`config.mk`:
```
export PLATFORM = sky130hd
export DESIGN_NAME = fixed_point_divider_flat
export DESIGN_NICKNAME = d
export VERILOG_FILES = /design/src/rtl/fixed_point_divider_pkg.sv /design/src/rtl/fixed_point_divider_if.sv /design/src/rtl/fxdiv_sat_sign.sv /design/src/rtl/fixed_point_divider.sv /design/src/flat_wrapper.sv
export SDC_FILE = /design/constraint.sdc
export NUM_CORES = 1
export LEC_CHECK = 0
export ABC_AREA = 1
export CORE_MARGIN = 5
export CORE_UTILIZATION = 54
export DETAILED_ROUTE_END_ITERATION = 16
export PLACE_DENSITY = 0.76
export SKIP_CTS_REPAIR_TIMING = 1
export SLEW_MARGIN = 20
export SYNTH_ARGS = -nofsm -noshare
export SYNTH_HDL_FRONTEND = slang
export SYNTH_SLANG_ARGS = --single-unit
export TNS_END_PERCENT = 5
```
`constraint.sdc`:
```
create_clock -name clk -period 4.7 [get_ports clk]
set_input_delay 0.94 -clock clk [delete_from_list [all_inputs] [get_ports clk]]
set_output_delay 0.94 -clock clk [all_outputs]
set_load 0.1 [all_outputs]
```
`src/rtl/fixed_point_divider_pkg.sv`:
```
// Shared constants, geometry helpers and FSM encoding for the sequential fixed-point divider.
// Geometry depends on FXDIV_ROUND_EN, which adds one extra quotient bit for rounding.
package fixed_point_divider_pkg;

    typedef enum logic [1:0] {
        ST_IDLE = 2'd0,
        ST_DIV  = 2'd1,
        ST_FIX  = 2'd2
    } fxdiv_state_t;

    function automatic int calc_shift(input int wf1, input int wf2, input int wfo);
        return wf2 + wfo - wf1;
    endfunction

    function automatic int calc_nw(input int wi1, input int wf1, input int shift);
        return wi1 + wf1 + shift;
    endfunction

    function automatic int calc_qw(input int wio, input int wfo);
        return wio + wfo;
    endfunction

    // Saturation limits for the default 25-bit result format.
    localparam int                DEF_QW  = 25;
    localparam logic [DEF_QW-1:0] SAT_POS = {1'b0, {(DEF_QW-1){1'b1}}};
    localparam logic [DEF_QW-1:0] SAT_NEG = {1'b1, {(DEF_QW-1){1'b0}}};

endpackage

```
`src/rtl/fixed_point_divider_if.sv`:
```
// Start/busy/done handshake and operand/result bus of the fixed-point divider.
interface fixed_point_divider_if #(
    parameter int W1 = 23,
    parameter int W2 = 23,
    parameter int WO = 25
);
    logic          start;
    logic [W1-1:0] in1;
    logic [W2-1:0] in2;
    logic          busy;
    logic          done;
    logic          overFlow;
    logic          div_by_zero;
    logic [WO-1:0] FixedPoint_Div_Out;

    modport master (
        output start, in1, in2,
        input  busy, done, overFlow, div_by_zero, FixedPoint_Div_Out
    );

    modport slave (
        input  start, in1, in2,
        output busy, done, overFlow, div_by_zero, FixedPoint_Div_Out
    );
endinterface

```
`src/rtl/fxdiv_sat_sign.sv`:
```
// FIX-stage combinational post-processing: optional rounding (FXDIV_ROUND_EN), sign apply, saturation.
// The compare is done in a width wide enough for both the magnitude and the result limits.
module fxdiv_sat_sign #(
    parameter int QBW = 43,
    parameter int QW  = 25
) (
    input  logic [QBW-1:0] quo,
    input  logic           neg,
    input  logic           neg1,
    input  logic           dz,
    output logic [QW-1:0]  res,
    output logic           ovf
);
    localparam int MW = QBW + 1;
    localparam int CW = ((MW > QW) ? MW : QW) + 1;

    localparam logic [CW-1:0] POS_LIM = (CW'(1) << (QW - 1)) - CW'(1);
    localparam logic [CW-1:0] NEG_LIM = CW'(1) << (QW - 1);
    localparam logic [QW-1:0] POS_SAT = {1'b0, {(QW-1){1'b1}}};
    localparam logic [QW-1:0] NEG_SAT = {1'b1, {(QW-1){1'b0}}};

    logic [CW-1:0] mag_s;
    logic [CW-1:0] neg_mag_s;

`ifdef FXDIV_ROUND_EN
    // The extra LSB is the half bit: adding it rounds half away from zero.
    assign mag_s = CW'(quo >> 1) + CW'(quo[0]);
`else
    assign mag_s = CW'(quo);
`endif

    assign neg_mag_s = {CW{1'b0}} - mag_s;

    // Divide-by-zero saturates toward the dividend's sign; otherwise clamp the signed magnitude.
    always_comb begin
        res = {QW{1'b0}};
        ovf = 1'b0;
        if (dz) begin
            ovf = 1'b1;
            res = neg1 ? NEG_SAT : POS_SAT;
        end else if (neg) begin
            if (mag_s > NEG_LIM) begin
                ovf = 1'b1;
                res = NEG_SAT;
            end else begin
                res = neg_mag_s[QW-1:0];
            end
        end else begin
            if (mag_s > POS_LIM) begin
                ovf = 1'b1;
                res = POS_SAT;
            end else begin
                res = mag_s[QW-1:0];
            end
        end
    end

endmodule

```
`src/rtl/fixed_point_divider.sv`:
```
// Sequential signed fixed-point divider: restoring, one quotient bit per cycle, saturating result.
// Optional macro FXDIV_ROUND_EN adds one iteration and rounds half away from zero.
module fixed_point_divider
    import fixed_point_divider_pkg::*;
#(
    parameter int WI1 = 3,
    parameter int WF1 = 20,
    parameter int WI2 = 3,
    parameter int WF2 = 20,
    parameter int WIO = 5,
    parameter int WFO = 20
) (
    input  logic                  clk,
    input  logic                  rst,
    fixed_point_divider_if.slave  bus
);
    localparam int W1    = WI1 + WF1;
    localparam int W2    = WI2 + WF2;
    localparam int SHIFT = calc_shift(WF1, WF2, WFO);
    localparam int NW    = calc_nw(WI1, WF1, SHIFT);
    localparam int QW    = calc_qw(WIO, WFO);
`ifdef FXDIV_ROUND_EN
    localparam int NIT   = NW + 1;
`else
    localparam int NIT   = NW;
`endif
    localparam int CNTW  = $clog2(NIT + 1);

    if (SHIFT < 0) begin : g_bad_shift
        $error("fixed_point_divider: WF2+WFO must be >= WF1");
    end

    fxdiv_state_t    state_r, state_next_s;
    logic [CNTW-1:0] cnt_r;
    logic [NIT-1:0]  num_r;
    logic [NIT-1:0]  quo_r;
    logic [W2-1:0]   rem_r;
    logic [W2-1:0]   den_r;
    logic            sign_r, neg1_r, dz_r;
    logic            busy_r, done_r, ovf_r, dz_out_r;
    logic [QW-1:0]   out_r;

    logic [W1-1:0]   mag1_s;
    logic [W2-1:0]   mag2_s;
    logic [NIT-1:0]  num_load_s;
    logic [W2:0]     rem_shift_s;
    logic [W2:0]     rem_diff_s;
    logic            ge_s;
    logic [QW-1:0]   sat_res_s;
    logic            sat_ovf_s;

    // Magnitudes are unsigned, so the most negative operand is representable.
    assign mag1_s = bus.in1[W1-1] ? (~bus.in1 + W1'(1)) : bus.in1;
    assign mag2_s = bus.in2[W2-1] ? (~bus.in2 + W2'(1)) : bus.in2;

    // Left-align |in1| in the numerator; trailing zeros supply SHIFT (and the round bit).
    always_comb begin
        num_load_s              = {NIT{1'b0}};
        num_load_s[NIT-1 -: W1] = mag1_s;
    end

    assign rem_shift_s = {rem_r, num_r[NIT-1]};
    assign rem_diff_s  = rem_shift_s - {1'b0, den_r};
    assign ge_s        = (rem_shift_s >= {1'b0, den_r});

    fxdiv_sat_sign #(
        .QBW (NIT),
        .QW  (QW)
    ) u_sat (
        .quo  (quo_r),
        .neg  (sign_r),
        .neg1 (neg1_r),
        .dz   (dz_r),
        .res  (sat_res_s),
        .ovf  (sat_ovf_s)
    );

    // State register.
    always_ff @(posedge clk or posedge rst) begin
        if (rst) begin
            state_r <= ST_IDLE;
        end else begin
            state_r <= state_next_s;
        end
    end

    // Next-state logic.
    always_comb begin
        state_next_s = state_r;
        case (state_r)
            ST_IDLE: begin
                if (bus.start) begin
                    state_next_s = ST_DIV;
                end else begin
                    state_next_s = ST_IDLE;
                end
            end
            ST_DIV: begin
                if (cnt_r == {CNTW{1'b0}}) begin
                    state_next_s = ST_FIX;
                end else begin
                    state_next_s = ST_DIV;
                end
            end
            ST_FIX:  state_next_s = ST_IDLE;
            default: state_next_s = ST_IDLE;
        endcase
    end

    // Datapath: operand capture, restoring iterations and registered result/flags.
    always_ff @(posedge clk or posedge rst) begin
        if (rst) begin
            cnt_r    <= {CNTW{1'b0}};
            num_r    <= {NIT{1'b0}};
            quo_r    <= {NIT{1'b0}};
            rem_r    <= {W2{1'b0}};
            den_r    <= {W2{1'b0}};
            sign_r   <= 1'b0;
            neg1_r   <= 1'b0;
            dz_r     <= 1'b0;
            busy_r   <= 1'b0;
            done_r   <= 1'b0;
            ovf_r    <= 1'b0;
            dz_out_r <= 1'b0;
            out_r    <= {QW{1'b0}};
        end else begin
            case (state_r)
                ST_IDLE: begin
                    done_r <= 1'b0;
                    if (bus.start) begin
                        sign_r <= bus.in1[W1-1] ^ bus.in2[W2-1];
                        neg1_r <= bus.in1[W1-1];
                        dz_r   <= (bus.in2 == {W2{1'b0}});
                        num_r  <= num_load_s;
                        den_r  <= mag2_s;
                        rem_r  <= {W2{1'b0}};
                        quo_r  <= {NIT{1'b0}};
                        cnt_r  <= CNTW'(NIT - 1);
                        busy_r <= 1'b1;
                    end
                end
                ST_DIV: begin
                    rem_r <= ge_s ? rem_diff_s[W2-1:0] : rem_shift_s[W2-1:0];
                    quo_r <= {quo_r[NIT-2:0], ge_s};
                    num_r <= {num_r[NIT-2:0], 1'b0};
                    if (cnt_r != {CNTW{1'b0}}) begin
                        cnt_r <= cnt_r - CNTW'(1);
                    end
                end
                ST_FIX: begin
                    out_r    <= sat_res_s;
                    ovf_r    <= sat_ovf_s;
                    dz_out_r <= dz_r;
                    done_r   <= 1'b1;
                    busy_r   <= 1'b0;
                end
                default: begin
                    busy_r <= 1'b0;
                    done_r <= 1'b0;
                end
            endcase
        end
    end

    assign bus.busy               = busy_r;
    assign bus.done               = done_r;
    assign bus.overFlow           = ovf_r;
    assign bus.div_by_zero        = dz_out_r;
    assign bus.FixedPoint_Div_Out = out_r;

endmodule
```
`src/flat_wrapper.sv`:
```
// flat-port wrapper written by rule: the top's interface ports become plain ports
module fixed_point_divider_flat import fixed_point_divider_pkg::*;
#(
    parameter int WI1 = 3,
    parameter int WF1 = 20,
    parameter int WI2 = 3,
    parameter int WF2 = 20,
    parameter int WIO = 5,
    parameter int WFO = 20
)
  (clk, rst, bus_start, bus_in1, bus_in2, bus_busy, bus_done, bus_overFlow, bus_div_by_zero, bus_FixedPoint_Div_Out);
  fixed_point_divider_if bus_i ();
  input  logic clk;
  input  logic rst;
  input wire logic [$bits(bus_i.start)-1:0] bus_start;
  input wire logic [$bits(bus_i.in1)-1:0] bus_in1;
  input wire logic [$bits(bus_i.in2)-1:0] bus_in2;
  output wire logic [$bits(bus_i.busy)-1:0] bus_busy;
  output wire logic [$bits(bus_i.done)-1:0] bus_done;
  output wire logic [$bits(bus_i.overFlow)-1:0] bus_overFlow;
  output wire logic [$bits(bus_i.div_by_zero)-1:0] bus_div_by_zero;
  output wire logic [$bits(bus_i.FixedPoint_Div_Out)-1:0] bus_FixedPoint_Div_Out;
  assign bus_i.start = bus_start;
  assign bus_i.in1 = bus_in1;
  assign bus_i.in2 = bus_in2;
  assign bus_busy = bus_i.busy;
  assign bus_done = bus_i.done;
  assign bus_overFlow = bus_i.overFlow;
  assign bus_div_by_zero = bus_i.div_by_zero;
  assign bus_FixedPoint_Div_Out = bus_i.FixedPoint_Div_Out;
  fixed_point_divider #(.WI1(WI1), .WF1(WF1), .WI2(WI2), .WF2(WF2), .WIO(WIO), .WFO(WFO)) u_core (.clk(clk), .rst(rst), .bus(bus_i));
endmodule
```
# Word level (Yosys, flattened, before mapping)
# Index checks and enable logic that the tools add are counted.
# classes
n_bitwise	4
n_addsub	5
muxes	27
magnitude_cmp	3
n_eq_ne	4
n_reduce_logical	9
# op_table
operator	count
case mux 43 bit (2 select lines)	2
2-to-1 mux 25 bit	5
2-to-1 mux 23 bit	4
2-to-1 mux 43 bit	2
adder 23 x 1 -> 23 bit (second input constant)	2
inverter 23 bit	2
case mux 23 bit (2 select lines)	1
> comparator 43 x 24 -> 1 bit (second input constant)	1
> comparator 43 x 25 -> 1 bit (second input constant)	1
subtractor 1 x 25 -> 25 bit (first input constant)	1
>= comparator 24 x 23 -> 1 bit	1
zero test 23 bit	1
subtractor 23 bit	1
2-to-1 mux 6 bit	2
case mux 6 bit (2 select lines)	1
zero test 6 bit	1
2-to-1 mux 1 bit	6
AND reduction 2 bit	3
nonzero test 6 bit	1
subtractor 6 x 1 -> 6 bit (second input constant)	1
case mux 1 bit (2 select lines)	2
case mux 2 bit (2 select lines)	1
AND reduction 3 bit	1
== test 2 x 1 -> 1 bit (second input constant)	1
8 further kinds	8
# totals
word_cells	66
output_inout_bits	29
ff_bits	172

# Logic depth before layout (Yosys ltp)
# logic_depth
word_depth	5
ltp_mapped	16
depth_no_buf	16

# Hierarchy
# From an unflattened synthesis, not the netlist that was laid out.
# unflattened
cells_unflattened	1595
area_unflattened_um2	10812.9
# by_module_without_submodules
module	area_each_um2	instances	cells_per_inst
fixed_point_divider	8973.6	1	1212
fxdiv_sat_sign	1839.3	1	383

# Least setup slack after synthesis
# No wires, ideal clock.
# synth_path
kind	reg-to-reg
start	register u_core.num_r[42]
end	register u_core.rem_r[1]
arrival_time_ps	2002
stages_incl_launch_ff	15
period_less_slack_ps	2124
setup_time_ps	121
slack_ps	2576
path_cell_list	dfrtp_1 -> inv_1 -> ha_1 -> inv_1 -> fa_1 -> nand3_1 -> nand2_1 -> nand2_1 -> nand2_1 -> nand2_2 -> nand4_2 -> buf_6 -> buf_12 -> nor2_1 -> o21ai_1
# synth_via
elab_chain_len	3
# synth_lines
element	line	source
from (decl)	fixed_point_divider.sv:35	logic [NIT-1:0] num_r;
from (signal assigned)	fixed_point_divider.sv:114	num_r <= {NIT{1'b0}};
from (signal assigned)	fixed_point_divider.sv:134	num_r <= num_load_s;
from (signal assigned)	fixed_point_divider.sv:145	num_r <= {num_r[NIT-2:0], 1'b0};
subtractor 23 bit / >= comparator 24 x 23 -> 1 bit (equally long branches)	fixed_point_divider.sv:63, fixed_point_divider.sv:64	
2-to-1 mux 23 bit *	fixed_point_divider.sv:143	rem_r <= ge_s ? rem_diff_s[W2-1:0] : rem_shift_s[W2-1:0];
case mux 23 bit (2 select lines) *	fixed_point_divider.sv:127	case (state_r)
to (signal assigned)	fixed_point_divider.sv:116	rem_r <= {W2{1'b0}};
to (signal assigned)	fixed_point_divider.sv:136	rem_r <= {W2{1'b0}};
to (signal assigned)	fixed_point_divider.sv:143	
to (decl)	fixed_point_divider.sv:37	logic [W2-1:0] rem_r;
# Every way passes the cells marked *; elsewhere a longest branch is shown, timed or not.
# A chain may end at the register's enable or synchronous reset.

# Worst setup path in the final report
# layout_path
start	register u_core.num_r[42]
end	register u_core.rem_r[0]
# Same word-level chain as after synthesis.

==> metrics.md <==
| Metric | Value |
|---|---|
| Outcome | `finished clean` |
| Vias per Instance | `5.51` |
| FILL cells | `1713` |
| CP Capture Type | `flop` |
| Root buffer cell | `clkbuf_16` |
| Area grow syn2layout | `14.6%` |
| Std cell rows | `50` |
| Fin crit share | `64.4%` |
| Synth warn | `0` |
| Worst-path maximum fanout | `22` |
| Core ar. | `18600 µm²` |
| Syn Std Cell Area | `10100 µm²` |
| Post-synthesis cell count | `1490` |
| Peak supply drop | `0.435 mV` |
| Max frequency | `0.330 GHz` |
| # clock sinks | `152` |
| Synth top area cells | `dfrtp_1 (38%), nand2_1 (17%), nor2_1 (7.2%), inv_1 (6.0%), nand3_1 (4.5%)` |
| Critical path launch point type | `flop` |
| CP delay by family, top | `simple AND/OR/NAND/NOR gates` |
| Fin Hold WS | `489 ps` |
| Met3 wire len | `1590 µm` |
| ANT nets after route | `0` |
| Pre-CTS setup slack | `1530 ps` |
| Hpwl dp | `19400 µm` |
| Clock-pin transition on the worst setup and hold timing paths | `70 ps` |
| Top cell type's share of synthesized area | `37.6%` |
| Req. time, crit path | `5050 ps` |
| Seq cells post-synth | `152` |
| Die ar. | `21600 µm²` |
| Leak | `5.77 nW` |
| Vias in the first global route | `9312` |
| CTS tree | `yes` |
| Pre-antenna DRT Iters | `5` |
| Final critical-path required period | `3030 ps` |
| Number of remaining DRC errors | `0` |
| Highest metal layer with signal wires | `met4` |
| WP depth | `14` |
| Crit Path Category | `reg -> reg` |
| WP data arrival | `3370 ps` |
| Clock Skew | `10.5 ps` |
| Final WL | `26800 µm` |
| H-tree depth | `4` |
| CP max stage cell | `nand4_2` |
| Largest net degree at the start of global routing | `86` |
| Most frequent cell on the critical path | `nand2_1` |
| Final setup violating endpoints | `0` |
| RSZ-0062 raised after global routing | `no` |
| Seq/Total Area, Yosys | `37.6%` |
| Syn Nets | `1569` |
| Initial antenna violation count | `0` |
| First-pass GRT wire length | `44900 µm` |
| Critical path cell sequence | `inv_1, ha_1, inv_1, fa_1, nand3_1, nand2_1, nand2_1, nand2_1, nand2_2, nand4_2, buf_4, nand2_1, nand2_1, o21ai_1` |
| Worst Reg-to-Reg Cells | `14` |
| Initial DRC Count | `699` |
| Via count | `9865` |
| Rel. slew slack | `29.6%` |
| Worst setup margin | `1670 ps` |
| Post-synth cell types | `43` |
| Port-buffer cells | `77` |
| Max_cap viols | `0` |
| Layout cell share with drive strength beyond 1 | `4.76%` |
| CTS Buf Count | `17` |
| Crit path buf inv count | `3` |
| WL met1 | `12600 µm` |
| Die span in y | `147 µm` |
| Pins Over Slew Limit | `0` |
| Most area-hungry cell type in the Yosys netlist | `dfrtp_1` |
| Final Hold Fails | `0` |
| Nets | `1621` |
| N_diodes | `0` |
| Hold Path Depth | `2` |
| Latest clock arrival within the worst-skew pair | `430 ps` |
| I/O Pins | `78` |
| Syn Area/Cell | `6.79 µm²` |
| Maximum clock insertion buffer count | `2` |
| Worst hold path class | `reg -> reg` |
| GRT Total Usage | `25.1%` |
| Initial Utilization | `54.5%` |
| Die X | `147 µm` |
| Worst path max stage delay | `460 ps` |
| PwrDens | `846 nW/µm²` |
| Placer Congestion | `0.924` |
| Avg WL per Cell | `15.0 µm` |
| GR Overflow Total | `0` |
| DR WL met2 | `12200 µm` |
| Fin Setup TNS | `0 ps` |
| Worst Tran Pin Value | `1060 ps` |
-- registers in the layout, summed over array words and instances (netlist names), 2 cells and up --
register and count:
u_core.num_r 23, u_core.cnt_r 6, u_core.state_r 2, u_core.den_r 23, u_core.rem_r 23, u_core.bus.FixedPoint_Div_Out 25
u_core.quo_r 43
-- metrics by stage --
step | total power (W) | utilization, % | instance area (µm²) | cells
after global placement | 0.00819 | 59.2 | 11000 | 1757
after detailed placement | 0.00832 | 59.2 | 11000 | 1757
after floorplan | 0.00701 | - | 10100 | 1490
after global routing | 0.0107 | 62.5 | 11600 | 1789
after CTS | 0.00977 | 62.5 | 11600 | 1789
final | 0.00981 | 62.5 | 11600 | 1789
-- logic make-up (layout without fill, tap and decap cells) --
group,count (synthesis),in the layout,synth area share (%)
adders and majority gates,30,30,3.78
buffers and inverters,220,285,8.84
and+or+nand+nor,826,826,34.1
DFF,152,152,37.6
AOI/OAI and AO/OA,220,220,12.1
xor gates and xnor gates,42,42,3.63
-- layout by cell type (no fill, tap or decap), drive strengths merged, types with 3 or more instances in the layout --
cell type,count
ha,29
clkdlybuf4s50,77
o221ai,6
clkinv,4
clkinvlp,3
o211ai,7
inv,172
nand4,24
nor2,206
clkbuf,18
o21bai,3
dfrtp,152
xor2,23
a31oi,5
a21oi,59
buf,9
xnor2,19
nand2,480
nor3,12
o22ai,43
nand3,95
o21ai,91
-- path summary, 6_finish.rpt --
path | from | endpoint | slack [ps]
max reg2reg | u_core.num_r[42]$_DFFE_PP0P_ | u_core.rem_r[0]$_DFFE_PP0P_ | 1670
min reg2reg | u_core.num_r[37]$_DFFE_PP0P_ | u_core.num_r[37]$_DFFE_PP0P_ | 490
max | u_core.num_r[42]$_DFFE_PP0P_ | u_core.rem_r[0]$_DFFE_PP0P_ | 1670
min | u_core.num_r[37]$_DFFE_PP0P_ | u_core.num_r[37]$_DFFE_PP0P_ | 490
max in group asynchronous | rst | u_core.rem_r[12]$_DFFE_PP0P_ | 2760
min in group asynchronous | rst | u_core.num_r[31]$_DFFE_PP0P_ | 970
-- layer usage --
metal  up-vias  global-route usage, %
li1       4896                      -
met4         0                   6.80
met3        38                   4.04
met2       289                   40.4
met1      4642                   35.5
met5         -                      0
-- cell usage after synthesis, drive strengths merged --
| cell | number |
|---|---|
| nand3b | 2 |
| nor2 | 206 |
| a22oi | 1 |
| or2 | 1 |
| and2 | 2 |
| o22ai | 43 |
| nand4 | 24 |
| nor3b | 1 |
| a22o | 1 |
| buf | 20 |
| fa | 1 |
| or4 | 1 |
| a21o | 2 |
| nor3 | 12 |
| o21ai | 91 |
| o21a | 2 |
| inv | 165 |
| xnor2 | 19 |
| clkinv | 2 |
| nor4 | 2 |
| a21oi | 59 |
| xor2 | 23 |
| clkbuf | 33 |
| nand2 | 480 |
| o211ai | 7 |
| a31oi | 5 |
| nand3 | 95 |
| dfrtp | 152 |
| ha | 29 |
| o21bai | 3 |
| o221ai | 6 |
-- power breakdown --
group	switching (W)	internal (W)	total, W
Sequential	0.000458	0.00194	0.00239
Combinational	0.00409	0.00192	0.00601
Clock	0.000598	0.000811	0.00141
Total	0.00515	0.00466	0.00981
-- cell type report --
cell class	instances	area, µm²	share of cell area [%]
inverters	167	631	5.43
clock inverters	14	160	1.38
repair buffers	86	851	7.33
well taps	234	293	2.52
clock buffers	18	439	3.78
multi-input cells	1118	5430	46.8
flip-flops and latches	152	3800	32.8
-- worst reg2reg max path, stage by stage, from the launching register on --
cell and delay [ps]:
dfrtp_1 400, inv_1 70, ha_1 140, inv_1 60
fa_1 400, nand3_1 100, nand2_1 140, nand2_1 90
nand2_1 140, nand2_2 180, nand4_2 460, buf_4 410
nand2_1 90, nand2_1 60, o21ai_1 190
No activity file was read; power rests on OpenSTA's default activity.
